`src/rtl/seq_mult_pkg.sv`:
```
// Shared types and sizing helpers for the iterative signed multiplier.
// Latency: none; this file holds only declarations.
// Backpressure: not applicable.
// Optional feature macro: SEQ_MULT_RADIX4_EN selects radix-4 Booth recoding
// (two multiplier bits per cycle) instead of radix-2 shift-add.
package seq_mult_pkg;

  typedef enum logic [1:0] {
    IDLE,
    BUSY,
    DONE
  } state_t;

  // Radix-4 Booth digit, applied to the multiplicand as {0,+1,+2,-1,-2}*a
  typedef enum logic [2:0] {
    BD_ZERO,
    BD_POS1,
    BD_POS2,
    BD_NEG1,
    BD_NEG2
  } booth_digit_t;

`ifdef SEQ_MULT_RADIX4_EN
  localparam int BITS_PER_STEP = 2;
  localparam int MBITS_W       = 3;  // overlapping triplet (b[2j+1], b[2j], b[2j-1])
`else
  localparam int BITS_PER_STEP = 1;
  localparam int MBITS_W       = 1;
`endif

  // Number of accumulate cycles for a given operand width
  function automatic int n_iter(input int width);
    return width / BITS_PER_STEP;
  endfunction

  function automatic booth_digit_t booth_decode(input logic [2:0] t);
    booth_digit_t d;
    case (t)
      3'b001, 3'b010: d = BD_POS1;
      3'b011:         d = BD_POS2;
      3'b100:         d = BD_NEG2;
      3'b101, 3'b110: d = BD_NEG1;
      default:        d = BD_ZERO;
    endcase
    return d;
  endfunction

endpackage

```
`src/rtl/seq_mult_pp_gen.sv`:
```
// Partial-product generator: one signed 2*WIDTH-bit term per iteration step.
// Latency: combinational.
// Backpressure: not applicable.
// Ports: a (latched multiplicand), mbits (current multiplier bit or Booth
// triplet), step (iteration index), pp (sign-extended, shifted partial product).
// Optional feature macro: SEQ_MULT_RADIX4_EN (Booth form instead of radix-2).
module seq_mult_pp_gen
  import seq_mult_pkg::*;
#(
  parameter int WIDTH  = 8,
  parameter int STEP_W = 3
) (
  input  logic [WIDTH-1:0]   a,
  input  logic [MBITS_W-1:0] mbits,
  input  logic [STEP_W-1:0]  step,
  output logic [2*WIDTH-1:0] pp
);

  logic [2*WIDTH-1:0] a_ext;
  logic [2*WIDTH-1:0] mag;
  logic               neg;

  assign a_ext = {{WIDTH{a[WIDTH-1]}}, a};

`ifdef SEQ_MULT_RADIX4_EN
  booth_digit_t digit;

  assign digit = booth_decode(mbits);

  always_comb begin
    mag = '0;
    neg = 1'b0;
    case (digit)
      BD_POS1: mag = a_ext;
      BD_POS2: mag = a_ext << 1;
      BD_NEG1: begin mag = a_ext;      neg = 1'b1; end
      BD_NEG2: begin mag = a_ext << 1; neg = 1'b1; end
      default: mag = '0;
    endcase
    // Digit j carries weight 4^j
    pp = (neg ? -mag : mag) << {step, 1'b0};
  end
`else
  localparam logic [STEP_W-1:0] MSB_STEP = STEP_W'(WIDTH - 1);

  always_comb begin
    mag = mbits[0] ? a_ext : '0;
    // The multiplier MSB has weight -2^(WIDTH-1), so that term is subtracted
    neg = (step == MSB_STEP);
    pp  = (neg ? -mag : mag) << step;
  end
`endif

endmodule

```
`src/rtl/seq_signed_mult.sv`:
```
// Iterative two's-complement multiplier, exact 2*WIDTH-bit product per transaction.
// Latency: N cycles from operand accept to out_valid (N = WIDTH, or WIDTH/2 with Booth).
// Backpressure: product held in DONE until out_ready; in_ready follows out_ready there.
// Ports: clk, rst_n (async active-low); in_valid/in_ready with a, b (signed);
// out_valid/out_ready with p (signed product); busy high while iterating.
// Optional feature macro: SEQ_MULT_RADIX4_EN (radix-4 Booth, half the iterations).
module seq_signed_mult
  import seq_mult_pkg::*;
#(
  parameter int WIDTH = 8
) (
  input  logic                 clk,
  input  logic                 rst_n,
  input  logic                 in_valid,
  output logic                 in_ready,
  input  logic [WIDTH-1:0]     a,
  input  logic [WIDTH-1:0]     b,
  output logic                 out_valid,
  input  logic                 out_ready,
  output logic [2*WIDTH-1:0]   p,
  output logic                 busy
);

  localparam int N     = n_iter(WIDTH);
  localparam int CNT_W = (N > 1) ? $clog2(N) : 1;
  // Radix-4 keeps an extra zero below b[0] to supply b[-1]
  localparam int BSH_W = WIDTH + BITS_PER_STEP - 1;
  localparam logic [CNT_W-1:0] LAST_CNT = CNT_W'(N - 1);

  state_t              state, state_nxt;
  logic                accept;
  logic [WIDTH-1:0]    a_q;
  logic [BSH_W-1:0]    b_sh;
  logic [2*WIDTH-1:0]  acc;
  logic [2*WIDTH-1:0]  pp;
  logic [2*WIDTH-1:0]  acc_sum;
  logic [CNT_W-1:0]    cnt;
  logic [CNT_W-1:0]    step;

  // Counter runs N-1 down to 0; the step index counts the other way
  assign step    = LAST_CNT - cnt;
  assign acc_sum = acc + pp;
  assign accept  = in_valid && in_ready;

  seq_mult_pp_gen #(
    .WIDTH  (WIDTH),
    .STEP_W (CNT_W)
  ) u_pp_gen (
    .a     (a_q),
    .mbits (b_sh[MBITS_W-1:0]),
    .step  (step),
    .pp    (pp)
  );

  always_ff @(posedge clk or negedge rst_n) begin
    if (!rst_n) state <= IDLE;
    else        state <= state_nxt;
  end

  always_comb begin
    state_nxt = state;
    in_ready  = 1'b0;
    case (state)
      IDLE: begin
        in_ready = 1'b1;
        if (in_valid) state_nxt = BUSY;
      end
      BUSY: begin
        if (cnt == '0) state_nxt = DONE;
      end
      DONE: begin
        // Product hand-off and next operand accept share the same edge
        in_ready = out_ready;
        if (out_ready) state_nxt = in_valid ? BUSY : IDLE;
      end
      default: state_nxt = IDLE;
    endcase
  end

  always_ff @(posedge clk or negedge rst_n) begin
    if (!rst_n) begin
      a_q       <= '0;
      b_sh      <= '0;
      acc       <= '0;
      cnt       <= '0;
      p         <= '0;
      out_valid <= 1'b0;
      busy      <= 1'b0;
    end else begin
      out_valid <= (state_nxt == DONE);
      busy      <= (state_nxt == BUSY);
      if (accept) begin
        a_q <= a;
`ifdef SEQ_MULT_RADIX4_EN
        b_sh <= {b, 1'b0};
`else
        b_sh <= b;
`endif
        acc <= '0;
        cnt <= LAST_CNT;
      end else if (state == BUSY) begin
        acc  <= acc_sum;
        b_sh <= b_sh >> BITS_PER_STEP;
        cnt  <= cnt - 1'b1;
        if (cnt == '0) p <= acc_sum;
      end
    end
  end

endmodule

```
`config.mk`:
```
export PLATFORM = sky130hd
export DESIGN_NAME = seq_signed_mult
export DESIGN_NICKNAME = d
export VERILOG_FILES = /design/src/rtl/seq_mult_pkg.sv /design/src/rtl/seq_mult_pp_gen.sv /design/src/rtl/seq_signed_mult.sv
export SDC_FILE = /design/constraint.sdc
export NUM_CORES = 1
export LEC_CHECK = 0
export CAP_MARGIN = 25
export CORE_UTILIZATION = 45
export CTS_CLUSTER_DIAMETER = 200
export DETAILED_ROUTE_END_ITERATION = 10
export PLACE_DENSITY = 0.64
export SLEW_MARGIN = 15
export SYNTH_ARGS = -nofsm -noshare
export SYNTH_HDL_FRONTEND = slang
export SYNTH_SLANG_ARGS = --single-unit
```
`constraint.sdc`:
```
create_clock -name clk -period 7.5 [get_ports clk]
set_input_delay 1.125 -clock clk [delete_from_list [all_inputs] [get_ports clk]]
set_output_delay 1.125 -clock clk [all_outputs]
set_load 0.05 [all_outputs]
```
==> flow_summary.ini <==
[status]
run_status = completed

[floorplanning]
die_height_um = 92.65
floorplan.rows = 32
die_w_um = 92.65
num_io_pins = 39
die_area_sq_um = 8583
effective_utilization_at_floorplan_pct = 47.11
design.core.area_sq_um = 7848

[worst_setup_path]
worst_r2r_path_depth = 15
regToRegStartpoint = cnt[0]
worstSetupEndpointType = register
cp_cell_sequence = inv_1 -> ha_1 -> nand2b_1 -> nor3_1 -> a31o_2 -> a221oi_2 -> mux2i_1 -> o22ai_1 -> ha_1 -> a21o_1 -> a21oi_1 -> a21o_1 -> a21oi_1 -> or3_1 -> a32o_1
cp-start-kind = register
worst-setup-path-type = reg2reg
critPathMaxStageDelay_ns = 0.86
crit-reg2reg-capture = acc[10]
cp_data_arrival_time_ns = 5.07
critical-path-slowest-cell = sky130_fd_sc_hd__dfrtp_1
regToRegSetupSlack_ns = 2.63
required_ns = 7.70
worst-path-max-fanout = 24

[synthesis]
post-synth-top-count-cell = sky130_fd_sc_hd__nand2_1
synth.top_cells.by_area = sky130_fd_sc_hd__dfrtp_1 37%, sky130_fd_sc_hd__nand2_1 7.5%, sky130_fd_sc_hd__ha_1 7.1%
synthesis.nets = 452
postSynthRegisterBits = 55
postSynthCellCount = 410
netlist-cell-type-count = 66
synth_top_area_share_pct = 37.23
synth_sequential_area_ratio_pct = 37.23
share_of_flip_flops_with_an_asynchronous_set_or_reset_pct = 100.0
netlist_area_sq_um = 3697
synth_top_family_by_area = compound AO/OA/AOI/OAI gates
postSynthAreaPerCell_sq_um = 9.018
synth_largest_area_cell = sky130_fd_sc_hd__dfrtp_1
synth.top_cells.by_count = 74 x sky130_fd_sc_hd__nand2_1, 55 x sky130_fd_sc_hd__dfrtp_1, 29 x sky130_fd_sc_hd__o21ai_0
yosys_warnings = 0
synth_compound_area_share_pct = 24.70
synth_ff_type = sky130_fd_sc_hd__dfrtp_1
synth_xor_xnor_area_share_pct = 3.689
synth_edf_count = 0
area_fraction_in_and_or_nand_and_nor_cells_after_synthesis_pct = 16.65
synth.area.mux_share_pct = 6.091
synth_fa_ha_area_share_pct = 7.648

[timing]
post-route-worst-setup-slack_ns = 2.633
fmax_ghz = 0.2055
setup_tns_after_final_layout_ns = 0
timing.final.crit_share_pct = 64.89
setup-violations-final = 0
report.final.hold_viol_count = 0
finalClockSkew_ns = 0.01092
unrepaired_setup_endpoints_after_global_routing = no
max_slew.worst_pin.slew_ns = 0.9453
max_slew_margin_pct = 36.75
final_report_max_slew_violation_count = 0
timing.final.crit_period_ns = 4.867

[routing]
vias_per_instance = 5.644
drt-total-wl_um = 8288
first_pass_iters = 4
drt.antenna.violating_nets = 0
dr.first_iter.drc_count = 135
drt_drc_violations_left = 0
length_of_routed_wiring_on_met1_um = 4196
met3_length_um = 262
drt-wirelength-per-cell_um = 15.38
top_layer_in_use = met4
met2_wirelength_um = 3778
num_vias = 3042

[clocking]
cts_resized = 0
cts.reportedPaths.clkPinSlew_ns = 0.11
tritoncts = done
tritoncts.num_buffers = 5
htreeDepth = 2
clock_latency_ns = 0.31
numClockSinks = 55
post-cts-setup-buffer-count = 0
ctsRootBufferMaster = sky130_fd_sc_hd__clkbuf_8
clock_path_buffers = 2
post_cts_hold_buffer_count = 0

[final_layout]
final_core_util_pct = 54.02
post-route-cell-area_sq_um = 4239
insertedDiodeCount = 0
num-nets-final = 478
layout-drive-gt1-share_pct = 9.153
area_delta_synth_final_pct = 14.65

[global_routing]
grt_start_max_net_pins = 56
grt_pass1_wl_um = 14350
vias_in_the_first_global_route = 2902
grt_antenna_before_repair = 0
global_route.usage.total_pct = 20.80
globalRoute.totalOverflow = 0

[min_path]
worst_hold_path.endpoint = p[4]
min_delay_path_depth = 2
min-delay-path-class = reg2reg
worst_hold_startpoint = p[4]

[placement]
dp_hpwl_um = 6053
dp_slack_ns = 2.714
placedInstanceArea_sq_um = 4124
numPortBuffers = 38
routabilityCongestion = 0.8883

[job]
timing.max_cap.violations = 0
[stage by stage]
step,cells,hold slack [ns]
3_3_place_gp,530,0.4593
6_report,539,0.4842
2_1_floorplan,410,0.4462
3_5_place_dp,531,0.4638
5_1_grt,539,0.5077
4_1_cts,539,0.4928
[cells in the final DEF (no fill, tap or decap), types with 4 or more instances in the layout]
cell type,n
sky130_fd_sc_hd__a211oi_1,5
sky130_fd_sc_hd__a21o_1,13
sky130_fd_sc_hd__a21oi_1,25
sky130_fd_sc_hd__a22oi_1,6
sky130_fd_sc_hd__and2_1,4
sky130_fd_sc_hd__clkbuf_8,5
sky130_fd_sc_hd__clkdlybuf4s50_1,37
sky130_fd_sc_hd__dfrtp_1,55
sky130_fd_sc_hd__ha_1,21
sky130_fd_sc_hd__inv_1,7
sky130_fd_sc_hd__mux2_2,10
sky130_fd_sc_hd__mux2i_1,9
sky130_fd_sc_hd__nand2_1,74
sky130_fd_sc_hd__nand2b_1,6
sky130_fd_sc_hd__nand3_1,8
sky130_fd_sc_hd__nor2_1,19
sky130_fd_sc_hd__nor3_1,6
sky130_fd_sc_hd__o211ai_1,7
sky130_fd_sc_hd__o21a_1,4
sky130_fd_sc_hd__o21ai_0,29
sky130_fd_sc_hd__o22ai_1,12
sky130_fd_sc_hd__xnor2_1,7
sky130_fd_sc_hd__xor2_1,6
[area by class of cell]
| class | instances | area (sq um) |
|---|---|---|
| Inverter | 10 | 37.54 |
| Fill cell | 754 | 3608 |
| Clock inverter | 3 | 46.29 |
| Clock buffer | 5 | 68.82 |
| Multi-Input combinational cell | 322 | 2173 |
| Tap cell | 102 | 127.6 |
| Sequential cell | 55 | 1376 |
| Timing Repair Buffer | 42 | 409.1 |
[per-layer routing]
layer	track usage, %	vias up
met4	4.231	0
met3	3.038	4
li1	-	1536
met5	0	-
met2	32.53	50
met1	30.57	1452
[cell families after synthesis]
logic type,Yosys count
DFF,55
and+or+nand+nor,132
muxes,20
AOI/OAI and AO/OA,134
buffers and inverters,33
adders and majority gates,22
xor gates and xnor gates,14
[state kept, by name, summed over array words and instances, names as in the netlist]
register	cells
b_sh	8
out_valid	1
p	16
acc	16
busy	1
cnt	3
state	2
a_q	8
[worst max path at each step]
stage,endpoint,cells past startpoint,start,slack [ns]
after floorplan,acc[15],17,b_sh[0],3.76
after global placement,p[15],15,cnt[0],2.88
after detailed placement,p[15],15,cnt[0],2.71
after CTS,p[15],15,cnt[0],2.69
after global routing,acc[10],15,cnt[0],2.25
final,acc[10],15,cnt[0],2.63
[critical path, delay by kind of cell, from the launching register on]
family                     cells  cell delay [ns]
AOI/OAI and AO/OA              8             1.77
adders and majority gates      2             0.63
buffers and inverters          1             0.31
DFF                            1             0.86
muxes                          1             0.14
and+or+nand+nor                3             1.06
Power is left out: the tool's default activity adds up to more than one toggle a clock period on the data nets, which glitch-free logic cannot reach.
